[src/rtl/mem_arbiter.sv]
// Two-requester (instruction / data) arbiter in front of a single SRAM-like
// memory port. Only one transaction is outstanding at a time. The winning
// request is latched on acceptance and replayed to memory until it is taken.
module mem_arbiter #(
  parameter bit DATA_PRIO = 1'b1
) (
  input  logic        clk,
  input  logic        resetn,

  input  logic        inst_req,
  input  logic [31:0] inst_addr,
  output logic        inst_addr_ok,
  output logic        inst_data_ok,
  output logic [31:0] inst_rdata,

  input  logic        data_req,
  input  logic        data_wr,
  input  logic [3:0]  data_wstrb,
  input  logic [31:0] data_addr,
  input  logic [31:0] data_wdata,
  output logic        data_addr_ok,
  output logic        data_data_ok,
  output logic [31:0] data_rdata,

  output logic        mem_req,
  output logic        mem_wr,
  output logic [3:0]  mem_wstrb,
  output logic [31:0] mem_addr,
  output logic [31:0] mem_wdata,
  input  logic        mem_addr_ok,
  input  logic        mem_data_ok,
  input  logic [31:0] mem_rdata
);

  typedef enum logic [1:0] {IDLE, ADDR, DATA} state_t;

  state_t      state_q, state_d;
  logic        owner_q;   // 1 = data requester owns (or last owned) the port
  logic        wr_q;
  logic [3:0]  wstrb_q;
  logic [31:0] addr_q;
  logic [31:0] wdata_q;

  logic        grant;
  logic        grant_data;
  logic        done;

  // State register; reset abandons any transaction in flight.
  always_ff @(posedge clk or negedge resetn) begin
    if (!resetn) state_q <= IDLE;
    else         state_q <= state_d;
  end

  // Next-state, handshake and completion decode.
  always_comb begin
    state_d      = state_q;
    grant        = 1'b0;
    inst_addr_ok = 1'b0;
    data_addr_ok = 1'b0;
    mem_req      = 1'b0;
    done         = 1'b0;
    // On a tie the data side wins outright, or alternates away from the last owner.
    grant_data   = data_req && (!inst_req || DATA_PRIO || !owner_q);
    case (state_q)
      IDLE: begin
        // resetn gate keeps the handshakes quiet while reset is held.
        if (resetn && (inst_req || data_req)) begin
          grant        = 1'b1;
          data_addr_ok = grant_data;
          inst_addr_ok = !grant_data;
          state_d      = ADDR;
        end
      end
      ADDR: begin
        mem_req = 1'b1;
        if (mem_addr_ok) begin
          if (mem_data_ok) begin
            done    = 1'b1;
            state_d = IDLE;
          end else begin
            state_d = DATA;
          end
        end
      end
      DATA: begin
        if (mem_data_ok) begin
          done    = 1'b1;
          state_d = IDLE;
        end
      end
      default: state_d = IDLE;
    endcase
    inst_data_ok = done && !owner_q;
    data_data_ok = done &&  owner_q;
  end

  // Capture the winning request; previous owner resets to data so the first
  // round-robin tie goes to the instruction side.
  always_ff @(posedge clk or negedge resetn) begin
    if (!resetn) begin
      owner_q <= 1'b1;
      wr_q    <= 1'b0;
      wstrb_q <= 4'b0000;
      addr_q  <= '0;
      wdata_q <= '0;
    end else if (grant) begin
      owner_q <= grant_data;
      wr_q    <= grant_data && data_wr;
      wstrb_q <= grant_data ? data_wstrb : 4'b0000;
      addr_q  <= grant_data ? data_addr  : inst_addr;
      wdata_q <= grant_data ? data_wdata : '0;
    end
  end

  assign mem_wr     = wr_q;
  assign mem_wstrb  = wstrb_q;
  assign mem_addr   = addr_q;
  assign mem_wdata  = wdata_q;

  // Read data is broadcast; the owner's data_ok is the only qualifier.
  assign inst_rdata = mem_rdata;
  assign data_rdata = mem_rdata;

endmodule

[config.mk]
export PLATFORM = sky130hd
export DESIGN_NAME = mem_arbiter
export DESIGN_NICKNAME = d
export VERILOG_FILES = /design/src/rtl/mem_arbiter.sv
export SDC_FILE = /design/constraint.sdc
export NUM_CORES = 1
export LEC_CHECK = 0
export ABC_CLOCK_PERIOD_IN_PS = 1700
export CAP_MARGIN = 20
export CORE_ASPECT_RATIO = 0.6
export CORE_MARGIN = 1
export CORE_UTILIZATION = 34
export CTS_BUF_LIST = sky130_fd_sc_hd__clkbuf_16
export DETAILED_ROUTE_END_ITERATION = 10
export PLACE_DENSITY = 0.84
export SETUP_SLACK_MARGIN = 0.3
export SYNTH_ARGS = -nofsm -noshare
export SYNTH_HDL_FRONTEND = slang
export SYNTH_SLANG_ARGS = --single-unit
[constraint.sdc]
create_clock -name clk -period 1.7 [get_ports clk]
set_clock_uncertainty 0.05 [all_clocks]
set_input_delay 0.425 -clock clk [delete_from_list [all_inputs] [get_ports clk]]
set_output_delay 0.425 -clock clk [all_outputs]
set_load 0.05 [all_outputs]
==> metrics.yaml, run 1 <==
detailed_routing:
  drc: 0
  vias: 3541
  dr.pass1.iters: 4
  wl_per_cell_um: 19.6
  drt_iter0_drc: 72
  drt_wl_total_um: 14100
  postRouteAntennaNets: 0
  via_per_inst: 4.92
layout:
  nFillCells: 586
  nNetsFinal: 721
  multiInputGateArea_sq_um: 1890
  layout-drive-gt1-share: 0.572
  antenna_cells: 0
  stdcell_area_sq_um: 7890
  fin_cells: 719
  area_delta_synth_final_pct: 114
  regArea_sq_um: 1840
  layout_commonest_cell: "clkdlybuf4s50_1"
  layout_common_cells: "103 x clkdlybuf4s50_1, 82 x buf_12, 59 x buf_4, 46 x nand2_1"
clock_tree:
  cts_made_buffers: 9
  h-tree-depth: 3
  cts_root_buf: "clkbuf_16"
  cts_sinks: 72
  clock_latency_ns: 0.33
  path_clk_slew_ns: 0.06
  cts_tree: "done"
  clk_path_buf_depth: 2
synthesis:
  synth_xor_area_frac: 0
  synth.mux.area_fraction: 0.0898
  yosys.area.top_type: "dfrtp_1"
  synth-adder-area-share: 0.0102
  synth_compound_area_frac: 0.109
  yosys_warnings: 0
  netlist_instances: 387
  synth_seq_cells: 72
  synth_top_family_by_area: "buffers and inverters"
  yosysSeqAreaShare: 0.490
  yosysUniqueCellTypes: 23
  synth_nets: 529
  ys_top_cells_by_area: "dfrtp_1 48%, buf_4 14%, nand2_1 11%"
  syn_area_per_cell_sq_um: 9.50
  synth_top_cell_area_share: 0.483
  netlist_area_sq_um: 3680
  synth-simple-area-share: 0.122
global_route:
  grt_pass1_vias: 3194
  overflow: 0
  grt_use_total: 0.205
  antenna_found_initial: 0
  grt_pass1_wl_um: 16700
  grt_max_degree: 38
die:
  fp.dieH_um: 82.6
  design.core.area_sq_um: 10200
  initial_core_util: 0.361
  ios: 277
  die_area_sq_um: 11200
  die_w_um: 136
  fp-row-count: 28
sta:
  fin_setup_tns_ns: -1.86
  tightestPinTransition_ns: 0.479
  clock.fmax_ghz: 0.498
  hold_viol: 0
  drv_slew: 0
  final-setup-viol-count: 27
  fin_ws_ns: -0.307
  finalCritPeriodShare: 1.18
  fin_hold_ws_ns: 0.160
  slew_headroom: 0.681
  rsz0062_at_grt: "yes"
  period_minus_slack_ns: 2.01
critical_path:
  critPathBufInv: 2
  worstPathMaxFanout: 3
  crit_family: "flip-flops"
  crit_chain: "inv_2 -> ha_4 -> nand2_4 -> nor3_4 -> buf_12"
  reg2reg_depth: 9
  startpoint_type: "flip-flop"
  timing.rr.end: "mem_wdata[29]"
  crit_path_end_kind: "primary output"
  critPathArrivalTime_ns: 1.53
  critPathMaxStageDelay_ns: 0.37
  r2r-start: "state_q[1]"
  crit_type: "reg -> out"
  cp_slowest_cell: "dfrtp_1"
  worstPathRequired_ns: 1.22
  r2r_setup_slack_ns: -0.07
power:
  power.density_nw_per_um2: 2220
  vdd_ir_drop_max_mv: 1.44
  p_leak_uw: 0.00357
placed_design:
  place_hpwl_um: 7690
  port_buffers: 180
  placed_cell_area_sq_um: 5970
  dpl_worst_slack_ns: -0.247
  place_inst: 629
  place_congestion: 0.799
min_path:
  holdCritPathClass: "in -> async"
status:
  outcome: "finished with violations"
  violations: "negative setup slack"
run:
  drv_cap: 0
[where the power goes]
part | leakage (uW) | total (uW) | internal (uW) | switching, uW
Sequential | 0.000875 | 3700 | 2640 | 1060
Clock | 0.000154 | 1990 | 1270 | 717
Combinational | 0.00254 | 11800 | 6080 | 5740
Total | 0.00357 | 17500 | 10000 | 7520
[worst max-delay path by stage]
stage / startpoint / endpoint / slack (ns) / cells past startpoint
finish: state_q[1] / inst_data_ok / -0.31 / 5
CTS: state_q[0] / data_data_ok / -0.29 / 5
detailed placement: inst_req / mem_addr[19] / -0.25 / 5
global placement: inst_req / inst_addr_ok / -0.21 / 4
floorplan: state_q[1] / data_data_ok / -0.09 / 4
global route: state_q[1] / data_data_ok / -0.35 / 5
[worst register-to-register path: cells and delay by family, from the launching register on]
family	cells	cell delay (ns)
flip-flops	1	0.39
AO/OA/AOI/OAI	2	0.22
buffers and inverters	6	0.84
adder cells (fa/ha/maj)	1	0.19
[layout make-up]
type / count / area share
Inverter: 2 / 0.000952
Timing Repair Buffer: 268 / 0.465
Tap cell: 135 / 0.0214
Clock inverter: 7 / 0.0109
Multi-Input combinational cell: 226 / 0.239
Sequential cell: 72 / 0.234
Clock buffer: 9 / 0.0286
[cells in the mapped netlist]
cell type    n
buf_6        9
inv_1        2
nand2_1    107
a21oi_1      1
nor2b_1      2
and3_1       1
o211ai_4     1
ha_1         3
nor3_1       2
mux2i_1     33
dfrtp_1     71
buf_4       67
o21ai_1     29
nor2_1       1
o32a_1       1
clkbuf_1     8
dfstp_2      1
a21o_1       1
o21ai_0     41
nor3b_1      1
nand2b_1     1
buf_2        3
a211oi_1     1
[per-layer routing]
metal	wire (um)	global-route usage	up-vias
met5	0	0	-
met4	297	0.0689	0
met3	1050	0.0904	24
met2	7290	0.349	188
met1	5490	0.231	1725
li1	-	-	1604
[what timing repair did]
item | CTS | global route
pin swaps | 23 | 79
gates resized for setup | 104 | 151
hold buffers | 0 | 0
cloned | 7 | 13
setup buffers | 8 | 46
endpoints found under the setup margin | 84 | 138
[registers in the layout, summed over array words and instances (netlist names)]
signal / cells
mem_wr: 1
state_q: 2
mem_addr: 32
mem_wdata: 32
mem_wstrb: 4
owner_q: 1
[logic make-up (layout without fill, tap and decap cells)]
| family | Yosys count | after routing |
|---|---|---|
| AO/OA/AOI/OAI | 75 | 75 |
| AND/OR/NAND/NOR | 115 | 115 |
| adder cells (fa/ha/maj) | 3 | 3 |
| buffers and inverters | 89 | 286 |
| multiplexers | 33 | 33 |
| flip-flops | 72 | 72 |
[through the flow]
step / util / power [uW]
after global routing: 0.774 / 18100
after global placement: 0.585 / 11800
after detailed placement: 0.585 / 12000
after CTS: 0.662 / 15000
final: 0.774 / 17500
after floorplan: - / 7770
No activity file was read; power rests on OpenSTA's default activity.
==> inputs of run 2 (changes only) <==
--- a/config.mk
+++ b/config.mk
@@ -8,7 +8,7 @@
 export ABC_CLOCK_PERIOD_IN_PS = 1700
 export CAP_MARGIN = 20
 export CORE_ASPECT_RATIO = 0.6
-export CORE_MARGIN = 1
+export CORE_MARGIN = 1.5
 export CORE_UTILIZATION = 34
 export CTS_BUF_LIST = sky130_fd_sc_hd__clkbuf_16
 export DETAILED_ROUTE_END_ITERATION = 10
==> run 2 against run 1 <==
Effect of this change:
- the flow still finishes with violations (negative setup slack)
- sequential share of layout area is 0.10 points higher
- fmax is 0.26% lower
- via count is 1.3% lower
- final area is 0.44% lower
- count of clock-buffer cells in the layout stayed put
- non-clock buffer count is 1 higher
- hold slack worse by 0.085 ns
- first-iteration DRC count is 58% higher
- routed wire length is 3.5% lower
- power is 1.0% lower
- sequential cell count stayed put
==> metrics.yaml, run 2 (same netlist as run 1, synthesis figures left out) <==
power:
  p_leak_uw: 0.00355
  power.density_nw_per_um2: 2210
  vdd_ir_drop_max_mv: 1.56
sta:
  period_minus_slack_ns: 2.01
  hold_viol: 0
  finalCritPeriodShare: 1.18
  clock.fmax_ghz: 0.497
  tightestPinTransition_ns: 0.728
  fin_setup_tns_ns: -2.02
  rsz0062_at_grt: "yes"
  drv_slew: 0
  slew_headroom: 0.514
  final-setup-viol-count: 57
  fin_ws_ns: -0.312
die:
  design.core.area_sq_um: 10600
  die_area_sq_um: 11500
  initial_core_util: 0.348
  fp-row-count: 29
  die_w_um: 137
  fp.dieH_um: 83.6
  ios: 277
clock_tree:
  path_clk_slew_ns: 0.06
  h-tree-depth: 3
  cts_root_buf: "clkbuf_16"
  clk_path_buf_depth: 2
  cts_tree: "done"
  cts_made_buffers: 9
  clock_latency_ns: 0.32
  cts_sinks: 72
critical_path:
  critPathMaxStageDelay_ns: 0.59
  cp_num_cells: 4
  reg2reg_depth: 10
  startpoint_type: "input pin"
  crit_chain: "clkdlybuf4s50_1 -> a21oi_4 -> nor3b_4 -> buf_12"
  cp_slowest_cell: "clkdlybuf4s50_1"
  crit_path_end_kind: "primary output"
  r2r-start: "state_q[1]"
  critPathBufInv: 2
  cp-startpoint: "mem_addr_ok"
  worstPathMaxFanout: 2
  crit_type: "in -> out"
  worstPathRequired_ns: 1.22
  crit_family: "buffers and inverters"
  critPathArrivalTime_ns: 1.54
status:
  violations: "negative setup slack"
  outcome: "finished with violations"
placed_design:
  port_buffers: 180
  place_hpwl_um: 7600
  place_congestion: 0.784
  place_inst: 636
  placed_cell_area_sq_um: 5970
global_route:
  grt_pass1_wl_um: 18100
  grt_pass1_vias: 3476
  overflow: 0
  antenna_found_initial: 0
  grt_max_degree: 56
  grt_use_total: 0.209
layout:
  antenna_cells: 0
  layout_commonest_cell: "clkdlybuf4s50_1"
  area_delta_synth_final_pct: 114
  nFillCells: 647
  stdcell_area_sq_um: 7850
  layout-drive-gt1-share: 0.583
  nNetsFinal: 722
  layout_common_cells: "103 x clkdlybuf4s50_1, 82 x buf_12, 61 x buf_4, 48 x o21ai_2"
  fin_cells: 724
detailed_routing:
  drt_wl_total_um: 13600
  wl_per_cell_um: 18.8
  vias: 3495
  drt_iter0_drc: 114
  drc: 0
  postRouteAntennaNets: 0
  dr.pass1.iters: 4
  via_per_inst: 4.83
min_path:
  holdCritPathClass: "in -> async"
run:
  drv_cap: 0
==> run 2: changes by cell type in the layout (fill, tap and decap cells not counted), moves of 4 or more <==
cell | before | now
o21ai_4 | 4 | 0
buf_16 | 8 | 15
nand2_2 | 17 | 23
clkbuf_16 | 20 | 11
nand2_1 | 46 | 42
o21ai_2 | 44 | 48
==> run 2: area by class of cell <==
| class | instances | area (sq um) | area share |
|---|---|---|---|
| repair buffers | 269 | 3670 | 0.467 |
| multi-input cells | 226 | 1860 | 0.237 |
| inverters | 2 | 7.51 | 0.000956 |
| flip-flops and latches | 72 | 1840 | 0.235 |
| well taps | 139 | 174 | 0.0222 |
| clock buffers | 9 | 225 | 0.0287 |
| clock inverters | 7 | 70.1 | 0.00892 |
==> run 2: per-stage QoR <==
stage / setup slack [ns] / util / power, uW / hold WS (ns)
detailed placement: -0.223 / 0.565 / 12000 / 0.425
global placement: -0.194 / 0.565 / 11800 / 0.415
global route: -0.353 / 0.744 / 18000 / 0.0994
floorplan: -0.0932 / - / 7770 / 0.0794
CTS: -0.277 / 0.664 / 15400 / 0.0758
finish: -0.312 / 0.744 / 17300 / 0.0754
==> run 2: what timing repair did <==
item / CTS / global route
buffers inserted: 10 / 46
hold buffers: 0 / 0
endpoints found under the setup margin: 84 / 144
pin swaps: 35 / 50
gates cloned: 14 / 2
resized for setup: 138 / 131
==> run 2: worst paths after layout <==
path                       slack, ns            to
setup / recovery               -0.31  data_data_ok
hold / removal                  0.08  mem_wdata[6]
setup reg to reg               -0.10  mem_wdata[7]
hold reg to reg                 0.49  mem_addr[24]
max in group asynchronous       0.80   mem_addr[3]
min in group clk                0.49  mem_addr[24]
==> run 2: power by group <==
group / switching, uW / leakage (uW) / internal [uW] / total, uW
Clock: 754 / 0.000146 / 1140 / 1890
Combinational: 5640 / 0.00253 / 6110 / 11700
Sequential: 1060 / 0.000876 / 2640 / 3700
Total: 7450 / 0.00355 / 9890 / 17300
==> run 2: worst register-to-register path, delay by kind of cell (launching register included) <==
kind | cells | cell delay [ns]
compound gates | 2 | 0.23
fa+ha+maj | 1 | 0.18
buf+inv | 7 | 0.90
flops | 1 | 0.39
==> run 2: metal layers <==
| layer | wire length [um] | GRT usage | vias up | part of all wire |
|---|---|---|---|---|
| li1 | - | - | 1610 | - |
| met1 | 5280 | 0.252 | 1702 | 0.39 |
| met2 | 7100 | 0.344 | 167 | 0.52 |
| met3 | 1030 | 0.0844 | 16 | 0.076 |
| met4 | 213 | 0.0584 | 0 | 0.016 |
| met5 | 0 | 0 | - | 0 |
